<file path="src/rtl/pe_feeder.sv">
// pe_feeder: streams DEPTH-long operand vectors from the operand RAM into one
// edge of the PE systolic array, one byte per lane per cycle, with lane i
// delayed by i cycles so operands meet on the wavefront inside the array.
// Optional feature macro: PE_FEEDER_SKEW_EN (defined = per-lane skew stages,
// undefined = all lanes present their bytes in the same cycle).
module pe_feeder #(
  parameter int unsigned LANES = 4,
  parameter int unsigned DEPTH = 8,
  parameter int unsigned DW    = 8,
  parameter int unsigned AW    = $clog2(DEPTH)
) (
  input  logic                clk,
  input  logic                rst,
  input  logic                start,
  output logic                busy,
  output logic                done,
  output logic                pe_en,
  output logic                rd_en,
  output logic [AW-1:0]       rd_addr,
  input  logic [LANES*DW-1:0] rd_data,
  output logic [LANES-1:0]    out_vld,
  output logic [LANES*DW-1:0] out_data
);

`ifdef PE_FEEDER_SKEW_EN
  localparam int unsigned SKEW = 1;
`else
  localparam int unsigned SKEW = 0;
`endif

  // Cycles spent in DRAIN after the last read until the final byte leaves the
  // last lane (the read-return stage plus the deepest skew chain).
  localparam int unsigned DRAIN_LEN = (SKEW != 0) ? LANES : 1;
  localparam int unsigned CW        = $clog2(DEPTH + LANES + 2);

  typedef enum logic [1:0] {
    IDLE  = 2'd0,
    FETCH = 2'd1,
    DRAIN = 2'd2
  } state_t;

  state_t        state;
  state_t        next_state;
  logic [CW-1:0] cnt;
  logic [CW-1:0] cnt_d;
  logic          busy_d;
  logic          done_d;
  logic          rd_en_d;
  logic [AW-1:0] rd_addr_d;
  logic          rd_pend;

  // State register
  always_ff @(posedge clk or posedge rst) begin
    if (rst) begin
      state <= IDLE;
    end else begin
      state <= next_state;
    end
  end

  // Next-state logic; DRAIN hands back to IDLE on the done edge so a new start
  // can be sampled the very next cycle.
  always_comb begin
    next_state = state;
    case (state)
      IDLE:    if (start) next_state = FETCH;
      FETCH:   if (cnt == CW'(DEPTH - 1)) next_state = DRAIN;
      DRAIN:   if (cnt == CW'(DRAIN_LEN)) next_state = IDLE;
      default: next_state = IDLE;
    endcase
  end

  // Output/counter next values; cnt is the read index in FETCH and the drain
  // cycle count in DRAIN.
  always_comb begin
    cnt_d     = '0;
    busy_d    = 1'b0;
    done_d    = 1'b0;
    rd_en_d   = 1'b0;
    rd_addr_d = rd_addr;
    case (state)
      IDLE: begin
        busy_d = start;
      end
      FETCH: begin
        busy_d    = 1'b1;
        rd_en_d   = 1'b1;
        rd_addr_d = AW'(cnt);
        cnt_d     = (cnt == CW'(DEPTH - 1)) ? '0 : cnt + CW'(1);
      end
      DRAIN: begin
        busy_d = 1'b1;
        done_d = (cnt == CW'(DRAIN_LEN));
        cnt_d  = cnt + CW'(1);
      end
      default: begin
        busy_d = 1'b0;
      end
    endcase
  end

  // Control output and counter registers
  always_ff @(posedge clk or posedge rst) begin
    if (rst) begin
      cnt     <= '0;
      busy    <= 1'b0;
      done    <= 1'b0;
      rd_en   <= 1'b0;
      rd_addr <= '0;
    end else begin
      cnt     <= cnt_d;
      busy    <= busy_d;
      done    <= done_d;
      rd_en   <= rd_en_d;
      rd_addr <= rd_addr_d;
    end
  end

  assign pe_en = busy;

  // Marks the cycle in which rd_data carries the word requested by rd_en
  always_ff @(posedge clk or posedge rst) begin
    if (rst) begin
      rd_pend <= 1'b0;
    end else begin
      rd_pend <= rd_en;
    end
  end

  for (genvar i = 0; i < int'(LANES); i++) begin : g_lane
    // Stage 0 is the read-return register; stages 1..i form the skew chain.
    localparam int unsigned NST = i * SKEW + 1;

    logic          vld_q [NST];
    logic [DW-1:0] dat_q [NST];

    // Read-return stage: capture this lane's byte, hold it when idle
    always_ff @(posedge clk or posedge rst) begin
      if (rst) begin
        vld_q[0] <= 1'b0;
        dat_q[0] <= '0;
      end else begin
        vld_q[0] <= rd_pend;
        if (rd_pend) dat_q[0] <= rd_data[i*DW +: DW];
      end
    end

    for (genvar j = 1; j < int'(NST); j++) begin : g_stage
      // Skew stage: data only advances with a valid so the tail holds its value
      always_ff @(posedge clk or posedge rst) begin
        if (rst) begin
          vld_q[j] <= 1'b0;
          dat_q[j] <= '0;
        end else begin
          vld_q[j] <= vld_q[j-1];
          if (vld_q[j-1]) dat_q[j] <= dat_q[j-1];
        end
      end
    end

    assign out_vld[i]          = vld_q[NST-1];
    assign out_data[i*DW +: DW] = dat_q[NST-1];
  end

endmodule

</file>
<file path="config.mk">
export PLATFORM = sky130hd
export DESIGN_NAME = pe_feeder
export DESIGN_NICKNAME = d
export VERILOG_FILES = /design/src/rtl/pe_feeder.sv
export SDC_FILE = /design/constraint.sdc
export NUM_CORES = 1
export LEC_CHECK = 0
export CAP_MARGIN = 10
export CORE_MARGIN = 1
export CORE_UTILIZATION = 30
export DETAILED_ROUTE_END_ITERATION = 12
export PLACE_DENSITY = 0.63
export REMOVE_ABC_BUFFERS = 1
export SLEW_MARGIN = 5
export SYNTH_ARGS = -nofsm -noshare
export SYNTH_HDL_FRONTEND = slang
export SYNTH_SLANG_ARGS = --single-unit
</file>
<file path="constraint.sdc">
create_clock -name clk -period 2.05 [get_ports clk]
set_input_delay 0.3075 -clock clk [delete_from_list [all_inputs] [get_ports clk]]
set_output_delay 0.3075 -clock clk [all_outputs]
set_load 0.05 [all_outputs]
</file>
* Word-level counts from Yosys, hierarchy flattened
Cells that the tools add are included.
Word-level totals: register bits after elaboration 46, latch bits 0, memory bits (writable) 0, memory bits (read-only) 0, memories 0
Operators by class: $add $sub $neg 1, $mul 0, divide/modulo/power cells 0, order comparisons 0, equal/unequal tests 7, shifts and indexed selects 0, multiplexer cells 9, bitwise logic cells 0, reductions and logical operators 3
Operators with widths (number):
- $pmux W4 S2 | 1
- $mux W2 | 3
- $ne A2 B2 Y1 const B | 3
- $pmux W2 S3 | 1
- $add A4 B1 Y4 const B | 1
- $eq A4 B1 Y1 const B | 1
- $eq A4 B3 Y1 const B | 1
- $mux W4 | 1
- $reduce_and A3 Y1 | 1
- $eq A2 B1 Y1 const B | 1
- $eq A2 B2 Y1 const B | 1
- $logic_not A2 Y1 | 1
- $mux W1 | 2
- $pmux W1 S2 | 1
- $reduce_or A2 Y1 | 1

* Depth between registers and ports, before layout
depth in word-level cells 3, depth in mapped cells 6, gate-level depth less buffers 6

* Worst setup path after synthesis
No wires, ideal clock.
kind register -> register, from register cnt[1], to register state[0], arrival 1429 ps, path slack 496 ps, stages on the path, launching flop included 7, path buffers 0, path through dfrtp_1 -> inv_1 -> ha_1 -> or3b_4 -> a22oi_2 -> o21ai_2 -> mux2_4
Between the ends: cells in the longest elaborated chain, start to end 3, elaborated cells on any way between the ends 5, classes of those cells eq/ne (4); reduce/logical (1)
Ends and longest elaborated chain:
- start, declared | line 44 | logic [CW-1:0] cnt;
- start signal, assigned | line 111 | cnt <= cnt_d;
- $eq A4 B1 Y1 or $eq A4 B3 Y1 (tied branches) | line 68, 67
- $ne A2 B2 Y1 (no source line)
- $reduce_and A3 Y1 (no source line) (*)
- end signal, assigned | line 57 | state <= next_state;
- end, declared | line 42 | state_t state;
Mark *: on every way between the ends. The rest lies on a longest branch, timed or not. A chain may end at the register's enable or synchronous reset.

==> metrics <==
Post-Synthesis Cells=123; Critical Path RT=1.74 ns; crit-path leading delay family=buffers and inverters; fmax=551 MHz; post-CTS setup buffers=0; Finished Core Util=46.6%; post-route ant nets=0; H-tree depth=2; clk sinks=46; synth cell count leaders=dfrtp_1, mux2_2, ha_1; Tightest Pin Transition=0.532 ns; number of synthesized register bits=46; Initial DRC Count=33; most common flop cell mapped by yosys=dfrtp_1; Setup TNS Final=0 ns; Starting Density=31.1%; Netlist Area Pre-Place=0.00185 mm²; hold slack=0.246 ns; Final Hold Viols=0; core area=0.00596 mm²; initial antenna violation count=0; CP arrival=1.51 ns; Via Count=1,197; DRC viols=0; chip height=80.6 µm; Seq/Total Area, Yosys=62.1%; largest net degree at the start of global routing=39; routed vias/inst=4.35; number of synthesis warnings=0; num ports=78; Avg WL per Cell=13.3 µm; Synth Area in Simple Gates=2.83%; Slew HR=64.4%; Synth top area share=62.1%; Syn Area/Cell=15.1 µm²; Site Rows=28; dpl hpwl=2720 µm; post-cts sizing count=0; main combinational cell family by area after synthesis=multiplexers; adder and majority gate portion of the synthesized area=4.72%; critical path's largest stage delay=0.82 ns; DRT Pass-1 Iters=4; CTS buffer count=5; placed cells=267; DIE AREA=0.00650 mm²; Syn-to-layout area delta=49.8%; clock root buffer master=clkbuf_8; nets@finish=241; Reg area=0.00115 mm²; CP max stage cell=clkdlybuf4s50_1; ys async rst share=100%; grt total ovfl=0; Multi-input gate area=621 µm²; number of enable flip-flop cells after synthesis=0; worst path cell trace=clkdlybuf4s50_1; status=finished clean; clock insertion delay at the later pin of the skew report=0.29 ns; cts hold-fix bufs=0; Die Wd=80.6 µm; kind of critical path=flip-flop to output pin; filler instances=553; multiplexer area fraction after synthesis=22.9%; critical-path maximum fanout=4; fraction of layout cells with a size suffix above 1=24.5%; RSZ-0062 raised after global routing=no; TritonCTS clock tree=done; RD Place Congestion=0.709; Max-Cap Viols=0; synth unique cells=21; global-route wire length before repair=5770 µm; fin. max-slew vios=0; Longest Clk Path Bufs=2; clk_skew=0.00574 ns; final cell count without fillers=275; class of the worst hold path=input port to asynchronous set/reset pin; Final Cycle Share=88.5%; Routed WL=3660 µm; Port-buffer cells=77; CP Launch Type=flip-flop; post-layout min period=1.81 ns; Post-Synth XOR/XNOR Area=0.945%; GRT Resource Usage Total=12.0%; CP Capture Type=output pin; Compound-Gate Fraction of Synth Area=2.09%; clock-pin slew on the worst setup and hold paths=0.08 ns; Synth area leader=dfrtp_1; vias in the first global route=1,168; antenna cell count=0; top area cells in the synthesized netlist=dfrtp_1, mux2_2, ha_1, buf_4, mux2_4; count leader, synth=dfrtp_1; Buf/Inv on CP=1; Setup Viol. Count Final=0
[layout by cell type, fill, tap and decap left out, types with 2 or more instances in the layout]
cell type / instances
clkdlybuf4s50_1: 77
inv_1: 5
ha_1: 7
mux2_2: 34
nor2_1: 5
mux2_4: 2
xnor2_1: 2
dfrtp_1: 46
clkbuf_8: 6
[final timing paths]
| kind | cells after the start | slack [ns] | startpoint | endpoint |
|---|---|---|---|---|
| max | 1 | 0.24 | g_lane[3].vld_q$_DFF_PP0_ | out_vld[0] |
| min | 2 | 0.25 | rst | g_lane[2].dat_q[0]$_DFFE_PP0P_ |
| max reg2reg | 6 | 0.43 | cnt[1]$_DFF_PP0_ | state[0]$_DFFE_PP0P_ |
| min reg2reg | 0 | 0.39 | rd_en$_DFF_PP0_ | rd_pend$_DFF_PP0_ |
| max in group asynchronous | 3 | 1.34 | rst | g_lane[2].dat_q[7]$_DFFE_PP0P_ |
| min in group clk | 0 | 0.39 | rd_en$_DFF_PP0_ | rd_pend$_DFF_PP0_ |
[per-layer routing]
metal	GRT usage, %	up-vias	part of all wire, %	wire (µm)
met2	18.1	57	43	1570
met4	4.82	0	1.6	59
met1	15.4	580	46	1700
met5	0	-	0	0
li1	-	555	-	-
met3	4.32	5	9.0	328
[metrics by stage]
step	cell area, µm²	setup WS [ns]
finish	2780	0.236
global route	2780	0.143
CTS	2780	0.206
detailed placement	2690	0.424
global placement	2690	0.457
floorplan	1790	0.264
[final cells by class]
| type | count | share of cell area (%) |
|---|---|---|
| clock inverter | 1 | 0.180 |
| sequential | 46 | 41.4 |
| multi-input combinational | 61 | 22.3 |
| inverter | 6 | 0.811 |
| timing repair buffer | 79 | 28.7 |
| tap | 75 | 3.38 |
| clock buffer | 7 | 3.11 |
[registers in the layout (all words and copies together) (netlist names)]
| name | count |
|---|---|
| g_lane.dat_q | 32 |
| cnt | 4 |
| rd_addr | 3 |
| state | 2 |
| busy | 1 |
| done | 1 |
| g_lane.vld_q | 1 |
| rd_en | 1 |
| rd_pend | 1 |
[kinds of logic after synthesis]
group | after synthesis
AO/OA/AOI/OAI | 5
XOR/XNOR | 2
adder cells (fa/ha/maj) | 7
buffers and inverters | 16
flip-flops | 46
multiplexers | 37
AND/OR/NAND/NOR | 10
Power is left out: the tool's default activity adds up to more than one toggle a clock period on the data nets, which glitch-free logic cannot reach.
